==> config.mk <==
export PLATFORM = sky130hd
export DESIGN_NAME = dma_adma_ctrl
export DESIGN_NICKNAME = d
export VERILOG_FILES = /design/src/rtl/dma_adma_ctrl.sv
export SDC_FILE = /design/constraint.sdc
export NUM_CORES = 1
export LEC_CHECK = 0
export ABC_AREA = 0
export BUFFER_PORTS_ARGS = -buffer_cell sky130_fd_sc_hd__clkbuf_2
export CAP_MARGIN = 20
export CORE_MARGIN = 1
export CORE_UTILIZATION = 50
export DETAILED_ROUTE_END_ITERATION = 12
export PLACE_DENSITY_LB_ADDON = 0.08
export RECOVER_POWER = 25
export REMOVE_ABC_BUFFERS = 1
export SYNTH_ARGS = -nofsm -noshare
export SYNTH_HDL_FRONTEND = slang
export SYNTH_SLANG_ARGS = --single-unit
==> constraint.sdc <==
create_clock -name clk -period 33.8 [get_ports clk]
set_input_delay 8.45 -clock clk [delete_from_list [all_inputs] [get_ports clk]]
set_output_delay 8.45 -clock clk [all_outputs]
set_load 0.005 [all_outputs]
==> src/rtl/dma_adma_ctrl.sv <==
// ADMA-style descriptor walker: fetches 16-byte descriptors, follows links and
// issues word-granular data transfer requests for tran descriptors.
module dma_adma_ctrl (
   input  logic        clk,
   input  logic        reset,
   input  logic        start,
   input  logic        abort,
   input  logic [63:0] desc_base,
   input  logic        fetch_ack,
   input  logic        valid_IN,
   input  logic        End_IN,
   input  logic        act1_IN,
   input  logic        act2_IN,
   input  logic [15:0] len_IN,
   input  logic [63:0] addr_COM,
   input  logic        xfer_ack,
   output logic        fetch_req,
   output logic        xfer_req,
   output logic [63:0] addr_RAM,
   output logic        valid_OUT,
   output logic        End_OUT,
   output logic [1:0]  trans,
   output logic        done,
   output logic        error
);

   typedef enum logic [1:0] {
      ST_STOP = 2'b00,
      ST_FDS  = 2'b01,
      ST_CADR = 2'b10,
      ST_TFR  = 2'b11
   } state_t;

   state_t      state_r;
   logic [63:0] desc_ptr_r;
   logic [63:0] data_addr_r;
   logic [63:0] addr_lat_r;
   logic [16:0] remaining_r;
   logic [1:0]  act_r;
   logic [13:0] len_words_r;
   logic        len_zero_r;

   logic [16:0] len_bytes_s;
   logic [63:0] next_ptr_s;
   logic [63:0] data_next_s;

   // A zero length field encodes 65536 bytes; the low two bits never count.
   assign len_bytes_s = len_zero_r ? 17'h10000 : {1'b0, len_words_r, 2'b00};
   assign next_ptr_s  = (act_r == 2'b11) ? addr_lat_r : (desc_ptr_r + 64'd16);
   assign data_next_s = data_addr_r + 64'd4;
   assign trans       = state_r;

   // Descriptor walker state machine with registered request/address outputs.
   always_ff @(posedge clk or posedge reset) begin
      if (reset) begin
         state_r     <= ST_STOP;
         desc_ptr_r  <= 64'd0;
         data_addr_r <= 64'd0;
         addr_lat_r  <= 64'd0;
         remaining_r <= 17'd0;
         act_r       <= 2'b00;
         len_words_r <= 14'd0;
         len_zero_r  <= 1'b0;
         fetch_req   <= 1'b0;
         xfer_req    <= 1'b0;
         addr_RAM    <= 64'd0;
         valid_OUT   <= 1'b0;
         End_OUT     <= 1'b0;
         done        <= 1'b0;
         error       <= 1'b0;
      end else begin
         done <= 1'b0;
         if (abort) begin
            state_r   <= ST_STOP;
            fetch_req <= 1'b0;
            xfer_req  <= 1'b0;
            addr_RAM  <= 64'd0;
         end else begin
            case (state_r)
               ST_STOP: begin
                  if (start) begin
                     desc_ptr_r <= desc_base;
                     error      <= 1'b0;
                     state_r    <= ST_FDS;
                     fetch_req  <= 1'b1;
                     addr_RAM   <= desc_base;
                  end
               end
               ST_FDS: begin
                  if (fetch_ack) begin
                     valid_OUT   <= valid_IN;
                     End_OUT     <= End_IN;
                     act_r       <= {act2_IN, act1_IN};
                     len_words_r <= len_IN[15:2];
                     len_zero_r  <= (len_IN == 16'd0);
                     addr_lat_r  <= addr_COM;
                     fetch_req   <= 1'b0;
                     addr_RAM    <= 64'd0;
                     if (valid_IN) begin
                        state_r <= ST_CADR;
                     end else begin
                        state_r <= ST_STOP;
                        error   <= 1'b1;
                     end
                  end
               end
               ST_CADR: begin
                  desc_ptr_r <= next_ptr_s;
                  // A tran that rounds down to zero bytes behaves like a nop.
                  if ((act_r == 2'b10) && (len_bytes_s != 17'd0)) begin
                     data_addr_r <= addr_lat_r;
                     remaining_r <= len_bytes_s;
                     state_r     <= ST_TFR;
                     xfer_req    <= 1'b1;
                     addr_RAM    <= addr_lat_r;
                  end else if (End_OUT) begin
                     state_r <= ST_STOP;
                     done    <= 1'b1;
                  end else begin
                     state_r   <= ST_FDS;
                     fetch_req <= 1'b1;
                     addr_RAM  <= next_ptr_s;
                  end
               end
               ST_TFR: begin
                  if (xfer_ack) begin
                     data_addr_r <= data_next_s;
                     remaining_r <= remaining_r - 17'd4;
                     if (remaining_r == 17'd4) begin
                        xfer_req <= 1'b0;
                        if (End_OUT) begin
                           state_r  <= ST_STOP;
                           done     <= 1'b1;
                           addr_RAM <= 64'd0;
                        end else begin
                           state_r   <= ST_FDS;
                           fetch_req <= 1'b1;
                           addr_RAM  <= desc_ptr_r;
                        end
                     end else begin
                        addr_RAM <= data_next_s;
                     end
                  end
               end
               default: begin
                  state_r <= ST_STOP;
               end
            endcase
         end
      end
   end

endmodule

==> flow_metrics.tcl, run 1 <==
set metrics [dict create \
    post_cts_buffers 0 \
    max_stage_delay_ns 2.48 \
    rows 69 \
    avgSynthCellArea_sq_um 8.56 \
    io_pins 226 \
    startpoint_type "primary input" \
    yosys_warnings 0 \
    synth_top_area_share_pct 40.9 \
    dr.pass1.iters 8 \
    cpMostUsedCell "buf_4" \
    cts.sinks 296 \
    fin_ws_ns 21.26 \
    drtAntennaViolNets 0 \
    ys_seq_area_share_pct 40.9 \
    worstMarginPinSlew_ns 4.47 \
    fin_crit_sh_pct 37.1 \
    path_depth 4 \
    diodes 0 \
    overflow 0 \
    slew_violations 100 \
    ctsResizeCount 0 \
    crit_path_end_kind "asynchronous set/reset pin" \
    period_minus_slack_ns 12.54 \
    rsz0062_at_grt "false" \
    port_buffers 225 \
    path_class "primary input to asynchronous set/reset pin" \
    synth_edf_count 0 \
    cts-hold-fix-buffers 0 \
    antenna_found_initial 1 \
    setup_viol 0 \
    synthArstFlopShare_pct 100 \
    hold_slack_ns 0.463 \
    path_buf_inv 4 \
    cts_inserted_buffers 36 \
    cp_data_arrival_time_ns 13.08 \
    fmax_mhz 79.8 \
    htree_levels 2 \
    synthFlopType "dfrtp_1" \
    core_sq_um 35600 \
    cts.clk_slew.worst_paths_ns 0.05 \
    routed_wl_um 64300 \
    vias 18039 \
    die_w_um 192 \
    viasPerCell 6.63 \
    preCtsSetupSlack_ns 22.56 \
    grt_pass1_wl_um 98300 \
    drv_cap 1 \
    max_slew_margin_pct -200 \
    dieHeight_um 192 \
    required_ns 34.34 \
    total_power_mw 1.35 \
    grt_max_degree 100 \
    synthDistinctLibCells 70 \
    finalHoldViolations 0 \
    p_leak_nw 8.49 \
    cts.path.max_buffers 3 \
    drive_above_1_share_pct 18.1 \
    min_path_cells 2 \
    outcome "finished, violations left" \
    area_growth_pct 13.6 \
    p_per_area_nw_per_um2 65.5 \
    crit_family "buffers and inverters" \
    fin_nets 2395 \
    cts_root_buffer "clkbuf_16" \
    cts_tree "built" \
    rr_startpoint "trans[1]" \
    hp-start "addr_RAM[28]" \
    routedWlPerCell_um 23.7 \
    grt_usage_pct 34.8 \
    final_core_util_pct 57.8 \
    min_to "addr_RAM[28]" \
    synth_top_area_cell "dfrtp_1" \
    dieArea_sq_um 36900 \
    hp-class "flop to flop" \
    synth_area_sq_um 18100 \
    reg2reg_to "addr_RAM[52]" \
    crit_path_cell_trace "clkbuf_1 > clkinvlp_2 > buf_4 > buf_4" \
    final.setup.tns_ns 0 \
    initialDrtViolationCount 2172 \
    rr_worst_depth 9 \
    place.gp.congestion 0.895 \
    vdd_ir_drop_max_uv 52.1 \
    crit_fanout 99 \
    violations "capacitance limit, slew limit" \
    start_util_pct 50.9 \
    ys_seq_elements 296 \
    synthTopCellsByArea "dfrtp_1 41%, a21oi_1 6.2%, mux2_2 5.2%" \
    hpwl_um 40600 \
    clk_latency_ns 0.55 \
    grt_pass1_vias 16789 \
    syn_inst 2114 \
    fin_skew_ns 0.0197 \
    drc_errors 0 \
    crit_slowest_cell "clkinvlp_2" \
    r2r_slack_ns 29.66 \
]
==> sequential cells by signal (all words and copies together) (netlist names), 2 cells and up <==
| name | count |
|---|---|
| addr_RAM | 64 |
| desc_ptr_r | 64 |
| len_words_r | 14 |
| act_r | 2 |
| trans | 2 |
| remaining_r | 15 |
| addr_lat_r | 64 |
| data_addr_r | 64 |
==> Yosys cell counts, types with 30 or more instances <==
cell	instances
clkbuf_1	141
o21ai_0	172
nor4_1	35
nor2_1	190
mux2_2	84
a21oi_1	223
o22ai_1	33
dfrtp_1	296
xnor2_1	59
nor3_1	40
nand4_1	41
nand2_1	238
a221oi_1	36
o211ai_1	30
nand3_1	55
xor2_1	41
a31oi_1	38
==> where the power goes <==
group / internal [mW] / leakage (nW) / switching, mW / total (mW)
clock network: 0.221 / 0.539 / 0.155 / 0.375
logic: 0.162 / 4.27 / 0.202 / 0.364
registers: 0.456 / 3.68 / 0.150 / 0.606
total: 0.838 / 8.49 / 0.507 / 1.35
==> area by class of cell <==
class | instances | area, sq um
clock buffers | 55 | 1050
clock inverters | 4 | 45.0
fillers | 3338 | 15000
inverters | 26 | 98.8
multi-input cells | 1620 | 10000
flip-flops and latches | 296 | 7410
well taps | 461 | 577
repair buffers | 257 | 1340
==> worst register-to-register path, delay by kind of cell (launching register included) <==
kind	cells	cell delay, ns
buf+inv	4	1.81
flops	1	0.82
simple gates	2	0.77
compound gates	3	0.65
==> logic make-up after synthesis <==
logic type	share of synthesized area [%]
multiplexers	6.22
buffers and inverters	4.23
flip-flops	40.9
adder cells (fa/ha/maj)	0.277
XOR/XNOR	4.84
AO/OA/AOI/OAI	24.9
AND/OR/NAND/NOR	18.6
==> metal layers <==
metal,track usage (%),part of all wire [%],vias to the layer above
li1,-,-,8085
met1,47.9,41,8733
met2,52.7,45,1035
met3,6.96,9.8,186
met4,16.0,4.0,0
met5,0,0,-
==> layout by cell type, fill, tap and decap left out, types with 30 or more instances in the layout <==
cell,count
o211ai_1,30
nor3_1,39
nor2_1,184
nor4_1,35
o22ai_1,33
dfrtp_1,296
nand2_1,233
xor2_1,41
a31oi_1,38
nand3_1,55
o21ai_0,172
xnor2_1,59
clkbuf_1,37
a221oi_1,36
mux2_2,84
clkbuf_2,202
a21oi_1,223
nand4_1,41
clkbuf_16,37
==> metrics by stage <==
| stage | instances | instance area, sq um |
|---|---|---|
| final | 2719 | 20500 |
| after global routing | 2719 | 20500 |
| after CTS | 2718 | 20600 |
| after detailed placement | 2659 | 19500 |
| after global placement | 2659 | 19500 |
| after floorplan | 1942 | 17400 |
==> worst max path at each step <==
stage | startpoint | to | slack (ns)
floorplan | reset | End_OUT | 17.17
global placement | start | addr_RAM[45] | 22.66
detailed placement | start | addr_RAM[45] | 22.56
CTS | start | addr_RAM[52] | 23.14
global route | reset | desc_ptr_r[38] | 20.33
finish | reset | desc_ptr_r[38] | 21.26
(Power assumes the default switching activity.)
==> run 2, diff against run 1 <==
--- a/config.mk
+++ b/config.mk
@@ -5,7 +5,7 @@
 export SDC_FILE = /design/constraint.sdc
 export NUM_CORES = 1
 export LEC_CHECK = 0
-export ABC_AREA = 0
+export ABC_AREA = 1
 export BUFFER_PORTS_ARGS = -buffer_cell sky130_fd_sc_hd__clkbuf_2
 export CAP_MARGIN = 20
 export CORE_MARGIN = 1
==> constraint.sdc (replaced) <==
create_clock -name clk -period 11.85 [get_ports clk]
set_input_delay 2.9625 -clock clk [delete_from_list [all_inputs] [get_ports clk]]
set_output_delay 2.9625 -clock clk [all_outputs]
set_load 0.005 [all_outputs]
==> run 2 against run 1 <==
  * The flow still finishes with violations (capacitance limit, slew limit)
  * Critical path depth is 2 lower
  * Clock-buffer cell count shrank 7
  * Non-clock buffer count is 10 lower
  * Die area is 9.1% higher
  * Utilization shrank 0.60 points
  * Synthesized area up 9.2%
  * Hold slack gained 0.012 ns
  * Clock power rose to 2.9 times the previous value
  * Largest cell class unchanged
==> flow_metrics.tcl, run 2 <==
set metrics [dict create \
    yosys_warnings 0 \
    viasPerCell 5.84 \
    crit_slowest_cell "clkinvlp_2" \
    preCtsSetupSlack_ns 6.27 \
    wl_met1_um 31700 \
    path_class "primary input to asynchronous set/reset pin" \
    max_slew_margin_pct -325 \
    finalHoldViolations 0 \
    period_minus_slack_ns 7.17 \
    final.setup.tns_ns 0 \
    route.met3.wl_um 7120 \
    rsz0062_at_grt "false" \
    synthFlopType "dfrtp_1" \
    hpwl_um 56500 \
    synth_top_area_cell "dfrtp_1" \
    startpoint_type "primary input" \
    synthTopCellsByArea "dfrtp_1 37%, nand2_1 19%, nor2_1 7.9%" \
    fin_ws_ns 4.68 \
    grt_max_degree 160 \
    drive_above_1_share_pct 11.5 \
    grt_usage_pct 39.2 \
    top_layer "met4" \
    synthArstFlopShare_pct 100 \
    initialDrtViolationCount 2255 \
    violations "capacitance limit, slew limit" \
    drtAntennaViolNets 0 \
    die_w_um 201 \
    worstMarginPinSlew_ns 6.34 \
    slew_violations 308 \
    cts.path.max_buffers 3 \
    crit_fanout 138 \
    crit_path_cell_trace "clkbuf_2 > clkinvlp_2" \
    post_cts_buffers 0 \
    syn_inst 3037 \
    cts.clk_slew.worst_paths_ns 0.05 \
    total_power_mw 5.38 \
    fin_nets 3337 \
    fin_skew_ns 0.0285 \
    place.gp.congestion 1.01 \
    grt_pass1_vias 21069 \
    synth_common_cells "1012 x nand2_1, 415 x nor2_1, 296 x dfrtp_1" \
    hp-class "flop to flop" \
    antenna_found_initial 0 \
    ys_seq_elements 296 \
    io_pins 226 \
    synth_area_sq_um 19800 \
    path_buf_inv 2 \
    final_common_cell "nand2_1" \
    start_util_pct 50.9 \
    vdd_ir_drop_max_uv 180 \
    wl_met2_um 36500 \
    htree_levels 2 \
    routed_wl_um 79100 \
    avgSynthCellArea_sq_um 6.51 \
    required_ns 11.33 \
    outcome "finished, violations left" \
    fmax_mhz 139 \
    p_leak_nw 10.4 \
    cts-hold-fix-buffers 0 \
    drv_cap 4 \
    grt_pass1_wl_um 122000 \
    synth.most_common_cell "nand2_1" \
    ctsResizeCount 0 \
    routedWlPerCell_um 21.3 \
    area_growth_pct 12.3 \
    core_sq_um 38800 \
    mostFrequentLayoutCells "1010 x nand2_1, 415 x nor2_1, 296 x dfrtp_1" \
    crit_family "buffers and inverters" \
    rows 72 \
    crit_path_end_kind "asynchronous set/reset pin" \
    dr.pass1.iters 5 \
    max_stage_delay_ns 3.49 \
    cts_tree "built" \
    ys_seq_area_share_pct 37.5 \
    fin_crit_sh_pct 60.5 \
    dieArea_sq_um 40300 \
    synth_edf_count 0 \
    cp_data_arrival_time_ns 6.65 \
    cts_inserted_buffers 36 \
    dieHeight_um 201 \
    p_per_area_nw_per_um2 243 \
    overflow 0 \
    setup_viol 0 \
    port_buffers 225 \
    final_core_util_pct 57.2 \
    synth_top_area_share_pct 37.5 \
    cts_root_buffer "clkbuf_16" \
    vias 21696 \
    diodes 0 \
    clk_latency_ns 0.57 \
    drc_errors 0 \
    synthDistinctLibCells 44 \
    cts.sinks 296 \
]
[run 2: changes by cell type after synthesis, sizes merged, moves of 51 or more]
cell,change
a21oi,-106
nand3,+151
nor2,+249
inv,+205
nand2,+785
xnor2,-51
mux2,-84
clkbuf,-68
o21ai,+110
[run 2: final timing paths]
path / cells after the start / startpoint / slack, ns / endpoint
max: 2 / reset / 4.68 / desc_ptr_r[30]
min: 2 / addr_RAM[50] / 0.48 / addr_RAM[50]
max reg2reg: 7 / trans[0] / 7.62 / desc_ptr_r[16]
min reg2reg: 2 / addr_RAM[50] / 0.48 / addr_RAM[50]
max in group clk: 8 / abort / 5.58 / desc_ptr_r[16]
min in group asynchronous: 2 / reset / 4.38 / addr_RAM[41]
[run 2: cells by family (layout without fill, tap and decap cells)]
group | Yosys count | after routing | synth area share (%)
AO/OA/AOI/OAI | 530 | 530 | 14.7
XOR/XNOR | 60 | 60 | 2.66
adder cells (fa/ha/maj) | 4 | 4 | 0.253
buffers and inverters | 374 | 535 | 7.78
flip-flops | 296 | 296 | 37.5
AND/OR/NAND/NOR | 1773 | 1773 | 37.1
[run 2: where the power goes]
group / internal (mW) / switching [mW] / leakage [nW]
Clock: 0.625 / 0.461 / 0.541
Sequential: 1.49 / 0.608 / 3.68
Combinational: 0.743 / 1.45 / 6.17
[run 2: through the flow]
stage / area [sq um] / cells / hold slack, ns
after floorplan: 19100 / 2894 / 0.449
after global routing: 22200 / 3716 / 0.492
after detailed placement: 21100 / 3657 / 0.464
after CTS: 22200 / 3714 / 0.479
final: 22200 / 3716 / 0.476
after global placement: 21100 / 3656 / 0.461
[run 2: cell type report]
type                            instances  area (sq um)
Sequential cell                       296          7410
Fill cell                            3866         16600
Multi-Input combinational cell       2367         10800
Clock buffer                           48           986
Clock inverter                          9           110
Inverter                              231           871
Timing Repair Buffer                  247          1340
Tap cell                              518           648
[run 2: per-layer routing]
| layer | up-vias | global-route usage (%) |
|---|---|---|
| li1 | 10134 | - |
| met1 | 10179 | 51.0 |
| met2 | 1154 | 63.8 |
| met3 | 229 | 6.41 |
| met4 | 0 | 18.4 |
| met5 | - | 0 |
